File: src/rtl/mem_arbiter_if.sv
// Bus bundle between the memory arbiter and its two requesters plus the
// single-ported memory. The arbiter takes the slave view; the requesters and
// memory model take the master view.
interface mem_arbiter_if #(
    parameter int DATA_WIDTH = 16
);
    // Requester port m0 (CPU controller)
    logic                  m0_req;
    logic                  m0_we;
    logic [DATA_WIDTH-1:0] m0_addr;
    logic [DATA_WIDTH-1:0] m0_wdata;
    logic                  m0_gnt;
    logic                  m0_done;
    logic [DATA_WIDTH-1:0] m0_rdata;

    // Requester port m1 (loader / DMA)
    logic                  m1_req;
    logic                  m1_we;
    logic [DATA_WIDTH-1:0] m1_addr;
    logic [DATA_WIDTH-1:0] m1_wdata;
    logic                  m1_gnt;
    logic                  m1_done;
    logic [DATA_WIDTH-1:0] m1_rdata;

    // Memory side
    logic                  mem_addr_en;
    logic                  mem_in_en;
    logic                  mem_out_en;
    logic [DATA_WIDTH-1:0] mem_bus;
    logic                  mem_bus_en;
    logic [DATA_WIDTH-1:0] mem_rdata;

    // Status
    logic                  busy;

    // Arbiter view
    modport slave (
        input  m0_req, m0_we, m0_addr, m0_wdata,
        output m0_gnt, m0_done, m0_rdata,
        input  m1_req, m1_we, m1_addr, m1_wdata,
        output m1_gnt, m1_done, m1_rdata,
        output mem_addr_en, mem_in_en, mem_out_en, mem_bus, mem_bus_en,
        input  mem_rdata,
        output busy
    );

    // Requester / memory view
    modport master (
        output m0_req, m0_we, m0_addr, m0_wdata,
        input  m0_gnt, m0_done, m0_rdata,
        output m1_req, m1_we, m1_addr, m1_wdata,
        input  m1_gnt, m1_done, m1_rdata,
        input  mem_addr_en, mem_in_en, mem_out_en, mem_bus, mem_bus_en,
        output mem_rdata,
        input  busy
    );
endinterface

File: src/rtl/mem_arbiter.sv
// Two-requester round-robin arbiter and address-then-data transfer sequencer
// for the single-ported memory on the shared bus. One transaction takes three
// cycles (ADDR, DATA, then a done cycle that is also an arbitration cycle).
// Every output is a register so the bus mux and memory enables are glitch-free.
module mem_arbiter #(
    parameter int DATA_WIDTH = 16
) (
    input  logic         clk,
    input  logic         rst,
    mem_arbiter_if.slave bus
);

    typedef enum logic [1:0] {
        ST_IDLE = 2'd0,
        ST_ADDR = 2'd1,
        ST_DATA = 2'd2
    } state_t;

    localparam logic PORT_M0 = 1'b0;
    localparam logic PORT_M1 = 1'b1;

    // Arbitration result packed as {valid, winner}. On a tie the port that
    // did not win last time takes the grant, which guarantees alternation.
    function automatic logic [1:0] arbitrate(input logic req0,
                                             input logic req1,
                                             input logic last);
        logic [1:0] res;
        if (req0 && req1) begin
            res = {1'b1, ~last};
        end else if (req0) begin
            res = {1'b1, PORT_M0};
        end else if (req1) begin
            res = {1'b1, PORT_M1};
        end else begin
            res = {1'b0, PORT_M0};
        end
        return res;
    endfunction

    // FSM and transaction registers
    state_t                state_q;
    logic                  last_q;
    logic                  owner_q;
    logic                  we_q;
    logic [DATA_WIDTH-1:0] addr_q;
    logic [DATA_WIDTH-1:0] wdata_q;

    // Registered outputs
    logic                  m0_gnt_q;
    logic                  m1_gnt_q;
    logic                  m0_done_q;
    logic                  m1_done_q;
    logic [DATA_WIDTH-1:0] m0_rdata_q;
    logic [DATA_WIDTH-1:0] m1_rdata_q;
    logic                  mem_addr_en_q;
    logic                  mem_in_en_q;
    logic                  mem_out_en_q;
    logic [DATA_WIDTH-1:0] mem_bus_q;
    logic                  mem_bus_en_q;
    logic                  busy_q;

    // Arbitration decision and the request fields of the would-be winner
    logic [1:0]            arb_s;
    logic                  grant_valid_d;
    logic                  grant_owner_d;
    logic                  we_d;
    logic [DATA_WIDTH-1:0] addr_d;
    logic [DATA_WIDTH-1:0] wdata_d;

    // Pick the winner for this edge and mux its request fields
    always_comb begin
        arb_s         = arbitrate(bus.m0_req, bus.m1_req, last_q);
        grant_valid_d = arb_s[1];
        grant_owner_d = arb_s[0];
        if (grant_owner_d == PORT_M1) begin
            we_d    = bus.m1_we;
            addr_d  = bus.m1_addr;
            wdata_d = bus.m1_wdata;
        end else begin
            we_d    = bus.m0_we;
            addr_d  = bus.m0_addr;
            wdata_d = bus.m0_wdata;
        end
    end

    // Transfer sequencer: IDLE -> ADDR -> DATA -> IDLE with registered outputs
    always_ff @(posedge clk or posedge rst) begin
        if (rst) begin
            state_q       <= ST_IDLE;
            last_q        <= PORT_M1;
            owner_q       <= PORT_M0;
            we_q          <= 1'b0;
            addr_q        <= {DATA_WIDTH{1'b0}};
            wdata_q       <= {DATA_WIDTH{1'b0}};
            m0_gnt_q      <= 1'b0;
            m1_gnt_q      <= 1'b0;
            m0_done_q     <= 1'b0;
            m1_done_q     <= 1'b0;
            m0_rdata_q    <= {DATA_WIDTH{1'b0}};
            m1_rdata_q    <= {DATA_WIDTH{1'b0}};
            mem_addr_en_q <= 1'b0;
            mem_in_en_q   <= 1'b0;
            mem_out_en_q  <= 1'b0;
            mem_bus_q     <= {DATA_WIDTH{1'b0}};
            mem_bus_en_q  <= 1'b0;
            busy_q        <= 1'b0;
        end else begin
            // done is a single-cycle pulse unless DATA sets it below
            m0_done_q <= 1'b0;
            m1_done_q <= 1'b0;
            case (state_q)
                ST_IDLE: begin
                    if (grant_valid_d) begin
                        state_q       <= ST_ADDR;
                        owner_q       <= grant_owner_d;
                        last_q        <= grant_owner_d;
                        we_q          <= we_d;
                        addr_q        <= addr_d;
                        wdata_q       <= wdata_d;
                        m0_gnt_q      <= (grant_owner_d == PORT_M0);
                        m1_gnt_q      <= (grant_owner_d == PORT_M1);
                        mem_addr_en_q <= 1'b1;
                        mem_in_en_q   <= 1'b0;
                        mem_out_en_q  <= 1'b0;
                        mem_bus_q     <= addr_d;
                        mem_bus_en_q  <= 1'b1;
                        busy_q        <= 1'b1;
                    end else begin
                        state_q       <= ST_IDLE;
                        m0_gnt_q      <= 1'b0;
                        m1_gnt_q      <= 1'b0;
                        mem_addr_en_q <= 1'b0;
                        mem_in_en_q   <= 1'b0;
                        mem_out_en_q  <= 1'b0;
                        mem_bus_q     <= {DATA_WIDTH{1'b0}};
                        mem_bus_en_q  <= 1'b0;
                        busy_q        <= 1'b0;
                    end
                end
                ST_ADDR: begin
                    state_q       <= ST_DATA;
                    mem_addr_en_q <= 1'b0;
                    if (we_q) begin
                        mem_in_en_q  <= 1'b1;
                        mem_out_en_q <= 1'b0;
                        mem_bus_q    <= wdata_q;
                        mem_bus_en_q <= 1'b1;
                    end else begin
                        // memory drives the bus during a read
                        mem_in_en_q  <= 1'b0;
                        mem_out_en_q <= 1'b1;
                        mem_bus_q    <= {DATA_WIDTH{1'b0}};
                        mem_bus_en_q <= 1'b0;
                    end
                end
                ST_DATA: begin
                    state_q       <= ST_IDLE;
                    m0_gnt_q      <= 1'b0;
                    m1_gnt_q      <= 1'b0;
                    m0_done_q     <= (owner_q == PORT_M0);
                    m1_done_q     <= (owner_q == PORT_M1);
                    mem_addr_en_q <= 1'b0;
                    mem_in_en_q   <= 1'b0;
                    mem_out_en_q  <= 1'b0;
                    mem_bus_q     <= {DATA_WIDTH{1'b0}};
                    mem_bus_en_q  <= 1'b0;
                    busy_q        <= 1'b0;
                    if (!we_q) begin
                        if (owner_q == PORT_M1) begin
                            m1_rdata_q <= bus.mem_rdata;
                        end else begin
                            m0_rdata_q <= bus.mem_rdata;
                        end
                    end else begin
                        m0_rdata_q <= m0_rdata_q;
                        m1_rdata_q <= m1_rdata_q;
                    end
                end
                default: begin
                    state_q       <= ST_IDLE;
                    m0_gnt_q      <= 1'b0;
                    m1_gnt_q      <= 1'b0;
                    mem_addr_en_q <= 1'b0;
                    mem_in_en_q   <= 1'b0;
                    mem_out_en_q  <= 1'b0;
                    mem_bus_q     <= {DATA_WIDTH{1'b0}};
                    mem_bus_en_q  <= 1'b0;
                    busy_q        <= 1'b0;
                end
            endcase
        end
    end

    assign bus.m0_gnt      = m0_gnt_q;
    assign bus.m1_gnt      = m1_gnt_q;
    assign bus.m0_done     = m0_done_q;
    assign bus.m1_done     = m1_done_q;
    assign bus.m0_rdata    = m0_rdata_q;
    assign bus.m1_rdata    = m1_rdata_q;
    assign bus.mem_addr_en = mem_addr_en_q;
    assign bus.mem_in_en   = mem_in_en_q;
    assign bus.mem_out_en  = mem_out_en_q;
    assign bus.mem_bus     = mem_bus_q;
    assign bus.mem_bus_en  = mem_bus_en_q;
    assign bus.busy        = busy_q;

endmodule

File: src/flat_wrapper.sv
// flat-port wrapper written by rule: the top's interface ports become plain ports
module mem_arbiter_flat 
#(
    parameter int DATA_WIDTH = 16
)
  (clk, rst, bus_m0_req, bus_m0_we, bus_m0_addr, bus_m0_wdata, bus_m0_gnt, bus_m0_done, bus_m0_rdata, bus_m1_req, bus_m1_we, bus_m1_addr, bus_m1_wdata, bus_m1_gnt, bus_m1_done, bus_m1_rdata, bus_mem_addr_en, bus_mem_in_en, bus_mem_out_en, bus_mem_bus, bus_mem_bus_en, bus_mem_rdata, bus_busy);
  mem_arbiter_if #(.DATA_WIDTH(DATA_WIDTH)) bus_i ();
  input  logic clk;
  input  logic rst;
  input wire logic [$bits(bus_i.m0_req)-1:0] bus_m0_req;
  input wire logic [$bits(bus_i.m0_we)-1:0] bus_m0_we;
  input wire logic [$bits(bus_i.m0_addr)-1:0] bus_m0_addr;
  input wire logic [$bits(bus_i.m0_wdata)-1:0] bus_m0_wdata;
  output wire logic [$bits(bus_i.m0_gnt)-1:0] bus_m0_gnt;
  output wire logic [$bits(bus_i.m0_done)-1:0] bus_m0_done;
  output wire logic [$bits(bus_i.m0_rdata)-1:0] bus_m0_rdata;
  input wire logic [$bits(bus_i.m1_req)-1:0] bus_m1_req;
  input wire logic [$bits(bus_i.m1_we)-1:0] bus_m1_we;
  input wire logic [$bits(bus_i.m1_addr)-1:0] bus_m1_addr;
  input wire logic [$bits(bus_i.m1_wdata)-1:0] bus_m1_wdata;
  output wire logic [$bits(bus_i.m1_gnt)-1:0] bus_m1_gnt;
  output wire logic [$bits(bus_i.m1_done)-1:0] bus_m1_done;
  output wire logic [$bits(bus_i.m1_rdata)-1:0] bus_m1_rdata;
  output wire logic [$bits(bus_i.mem_addr_en)-1:0] bus_mem_addr_en;
  output wire logic [$bits(bus_i.mem_in_en)-1:0] bus_mem_in_en;
  output wire logic [$bits(bus_i.mem_out_en)-1:0] bus_mem_out_en;
  output wire logic [$bits(bus_i.mem_bus)-1:0] bus_mem_bus;
  output wire logic [$bits(bus_i.mem_bus_en)-1:0] bus_mem_bus_en;
  input wire logic [$bits(bus_i.mem_rdata)-1:0] bus_mem_rdata;
  output wire logic [$bits(bus_i.busy)-1:0] bus_busy;
  assign bus_i.m0_req = bus_m0_req;
  assign bus_i.m0_we = bus_m0_we;
  assign bus_i.m0_addr = bus_m0_addr;
  assign bus_i.m0_wdata = bus_m0_wdata;
  assign bus_m0_gnt = bus_i.m0_gnt;
  assign bus_m0_done = bus_i.m0_done;
  assign bus_m0_rdata = bus_i.m0_rdata;
  assign bus_i.m1_req = bus_m1_req;
  assign bus_i.m1_we = bus_m1_we;
  assign bus_i.m1_addr = bus_m1_addr;
  assign bus_i.m1_wdata = bus_m1_wdata;
  assign bus_m1_gnt = bus_i.m1_gnt;
  assign bus_m1_done = bus_i.m1_done;
  assign bus_m1_rdata = bus_i.m1_rdata;
  assign bus_mem_addr_en = bus_i.mem_addr_en;
  assign bus_mem_in_en = bus_i.mem_in_en;
  assign bus_mem_out_en = bus_i.mem_out_en;
  assign bus_mem_bus = bus_i.mem_bus;
  assign bus_mem_bus_en = bus_i.mem_bus_en;
  assign bus_i.mem_rdata = bus_mem_rdata;
  assign bus_busy = bus_i.busy;
  mem_arbiter #(.DATA_WIDTH(DATA_WIDTH)) u_core (.clk(clk), .rst(rst), .bus(bus_i));
endmodule
File: config.mk
export PLATFORM = sky130hd
export DESIGN_NAME = mem_arbiter_flat
export DESIGN_NICKNAME = d
export VERILOG_FILES = /design/src/rtl/mem_arbiter_if.sv /design/src/rtl/mem_arbiter.sv /design/src/flat_wrapper.sv
export SDC_FILE = /design/constraint.sdc
export NUM_CORES = 1
export LEC_CHECK = 0
export BUFFER_PORTS_ARGS = -buffer_cell sky130_fd_sc_hd__buf_2
export CAP_MARGIN = 20
export CORE_MARGIN = 3
export CORE_UTILIZATION = 50
export CTS_CLUSTER_DIAMETER = 60
export DETAILED_ROUTE_END_ITERATION = 6
export PLACE_DENSITY = 0.84
export SLEW_MARGIN = 5
export SYNTH_ARGS = -nofsm -noshare
export SYNTH_HDL_FRONTEND = slang
export SYNTH_SLANG_ARGS = --single-unit
File: constraint.sdc
create_clock -name clk -period 5.45 [get_ports clk]
set_input_delay 0.2725 -clock clk [delete_from_list [all_inputs] [get_ports clk]]
set_output_delay 0.2725 -clock clk [all_outputs]
set_load 0.01 [all_outputs]
==> flow_metrics.tcl <==
set metrics [dict create \
    outcome "finished, final reports clean" \
    arrival_ps 2020 \
    hold_path_class "in2reg" \
    synth-simple-area-share 0.1097 \
    stdcell_count 473 \
    clock_latency_ps 350 \
    drt_iter0_drc 75 \
    avgViaCountPerCell 5.376 \
    route.detailed.drc 0 \
    hold_buffers 0 \
    syn_area_per_cell_um2 12.75 \
    slew_headroom 0.3634 \
    final_area_mm2 0.004197 \
    grt_max_degree 79 \
    cts_sinks 78 \
    met3_usage 0.07510 \
    maxCapViolCount 0 \
    yosysUniqueCellTypes 32 \
    gr-usage-met1 0.2716 \
    drv_slew 0 \
    synth_area_leaders "dfrtp_1, mux2_2, a221o_1" \
    rsz0062_at_grt "no" \
    syn-cell-area_mm2 0.003251 \
    ant_nets 0 \
    rows 28 \
    place_hpwl_mm 5.444 \
    cts_buffer_depth 2 \
    via_count 2543 \
    final-hold-violation-count 0 \
    ys_ff_latch 78 \
    die_w_um 86.63 \
    post_cts_buffers 0 \
    dieArea_mm2 0.007505 \
    synthMuxAreaShare 0.1224 \
    final_util 0.6884 \
    synth_top_family_by_area "compound AO/OA/AOI/OAI gates" \
    yosysTopAreaCellShare 0.5928 \
    crit_fanout 16 \
    io-pin-count 143 \
    dp_slack_ps 3498 \
    portBuffers 142 \
    placed_cell_area_mm2 0.003963 \
    synth_cells 255 \
    clk_pin_slew_ps 80 \
    yosysWarnings 0 \
    diodes 0 \
    holdWs_ps 147.1 \
    grt-ovfl-total 0 \
    setup_ws_ps 3662 \
    num-fill-cells 466 \
    cts_buffers 9 \
    synth_edf_count 0 \
    fmax_ghz 0.5592 \
    drt_wl_total_mm 7.607 \
    setup_violations 0 \
    irDropWorstVdd_mv 0.3002 \
    critPathCaptureType "register" \
    cp-start-kind "register" \
    cts-resized-gates 0 \
    ys_top_cells_by_count "dfrtp_1, nand2_1, mux2_2" \
    dp.cells 457 \
    routedWlPerCell_um 16.08 \
    top_usage_layer "met2" \
    fin_crit_sh 0.3281 \
    synth-xor-area-share 0 \
    yosysMostFrequentCell "dfrtp_1" \
    synth_flop_cell "dfrtp_1" \
    cts_tree "done" \
    grt_pass1_vias 2449 \
    multi_input_area_mm2 0.001159 \
    fin_skew_ps 9.265 \
    place_congestion 0.8127 \
    drive_gt1_frac 0.5050 \
    first_pass_iters 4 \
    critPathKind "reg2reg" \
    start_util 0.5333 \
    synthToLayoutAreaGrowth_pct 29.10 \
    ctsRootBufferMaster "clkbuf_8" \
    grt_pass1_wl_mm 11.98 \
    seq_area_mm2 0.001953 \
    htreeDepth 3 \
    power.density_mw_per_mm2 568.5 \
    setup-tns-final_ps 0 \
    worstMarginPinSlew_ps 954.9 \
    antenna_found_initial 0 \
    synth_fa_ha_area_frac 0 \
    min_period_ps 1788 \
    num-nets-final 479 \
    synth_top_area_cell "dfrtp_1" \
    synth_nets 341 \
    p_leak_nw 2.203 \
    ys_seq_area_frac 0.6008 \
    gr-usage-met2 0.3317 \
    coreArea_mm2 0.006096 \
    finalPower_mw 2.386 \
    synthArstFlopShare 1.000 \
    die_y_um 86.63 \
    crit_required_ps 5680 \
    grt_usage 0.2103 \
    synth_compound_area_frac 0.1236 \
]
## worst paths after layout
| path | start | to | slack, ps | depth (start not counted) |
|---|---|---|---|---|
| setup reg to reg | u_core.state_q[0] | u_core.bus.m1_rdata[11] | 3660 | 3 |
| min in group asynchronous | rst | u_core.bus.m0_rdata[2] | 200 | 3 |
| max in group asynchronous | rst | u_core.bus.m0_rdata[1] | 4610 | 3 |
| hold / removal | bus_m0_addr[10] | u_core.bus.mem_bus[10] | 150 | 2 |
| hold reg to reg | u_core.owner_q | u_core.bus.m0_done | 470 | 1 |
| setup / recovery | u_core.state_q[0] | u_core.bus.m1_rdata[11] | 3660 | 3 |
## metal layers
| metal | share of wire | up-vias |
|---|---|---|
| li1 | - | 1191 |
| met1 | 0.41 | 1195 |
| met2 | 0.47 | 143 |
| met3 | 0.11 | 14 |
| met4 | 0.020 | 0 |
| met5 | 0 | - |
## worst max-delay path, cell delays in order (launching register included)
cell and delay, ps:
dfrtp_1 450, and3b_1 270, nor2b_4 540, mux2_2 410
## cell families (layout without fill, tap and decap cells)
group | Yosys count | count (layout)
flops | 78 | 78
simple gates | 68 | 68
compound gates | 56 | 56
mux | 32 | 32
buf+inv | 21 | 164
## state kept, by name (all words and copies together), names as in the netlist, 2 cells and up
name                 count
u_core.wdata_q          16
u_core.bus.m0_rdata     16
u_core.bus.mem_bus      16
u_core.state_q           2
u_core.bus.m1_rdata     16
## report_power, final
group / leakage [nW] / total [mW] / internal [mW] / switching (mW)
combinational: 1.13 / 0.890 / 0.437 / 0.454
clock: 0.120 / 0.496 / 0.295 / 0.201
sequential: 0.952 / 1.00 / 0.853 / 0.147
## layout by cell type (no fill, tap or decap), drive strengths merged
cell and n:
and2 3, a31oi 17, o21ai 1, clkbuf 13, mux2 32, nor3b 1, and3b 1, or2 2
inv 1, bufinv 2, dfrtp 77, clkinv 2, dfstp 1, a221o 16, nand2 37, a21oi 17
and3 16, a21o 2, nor2 2, nor2b 5, a21bo 1, buf 146, a22o 1, or3b 1
a21boi 1
## final cells by class
cell class	count	area share
Sequential cell	78	0.4654
Tap cell	75	0.02236
Clock buffer	13	0.04025
Timing Repair Buffer	146	0.1783
Inverter	2	0.002087
Clock inverter	3	0.01550
Multi-Input combinational cell	156	0.2761
Note: power is estimated with default switching activity, not from simulation.
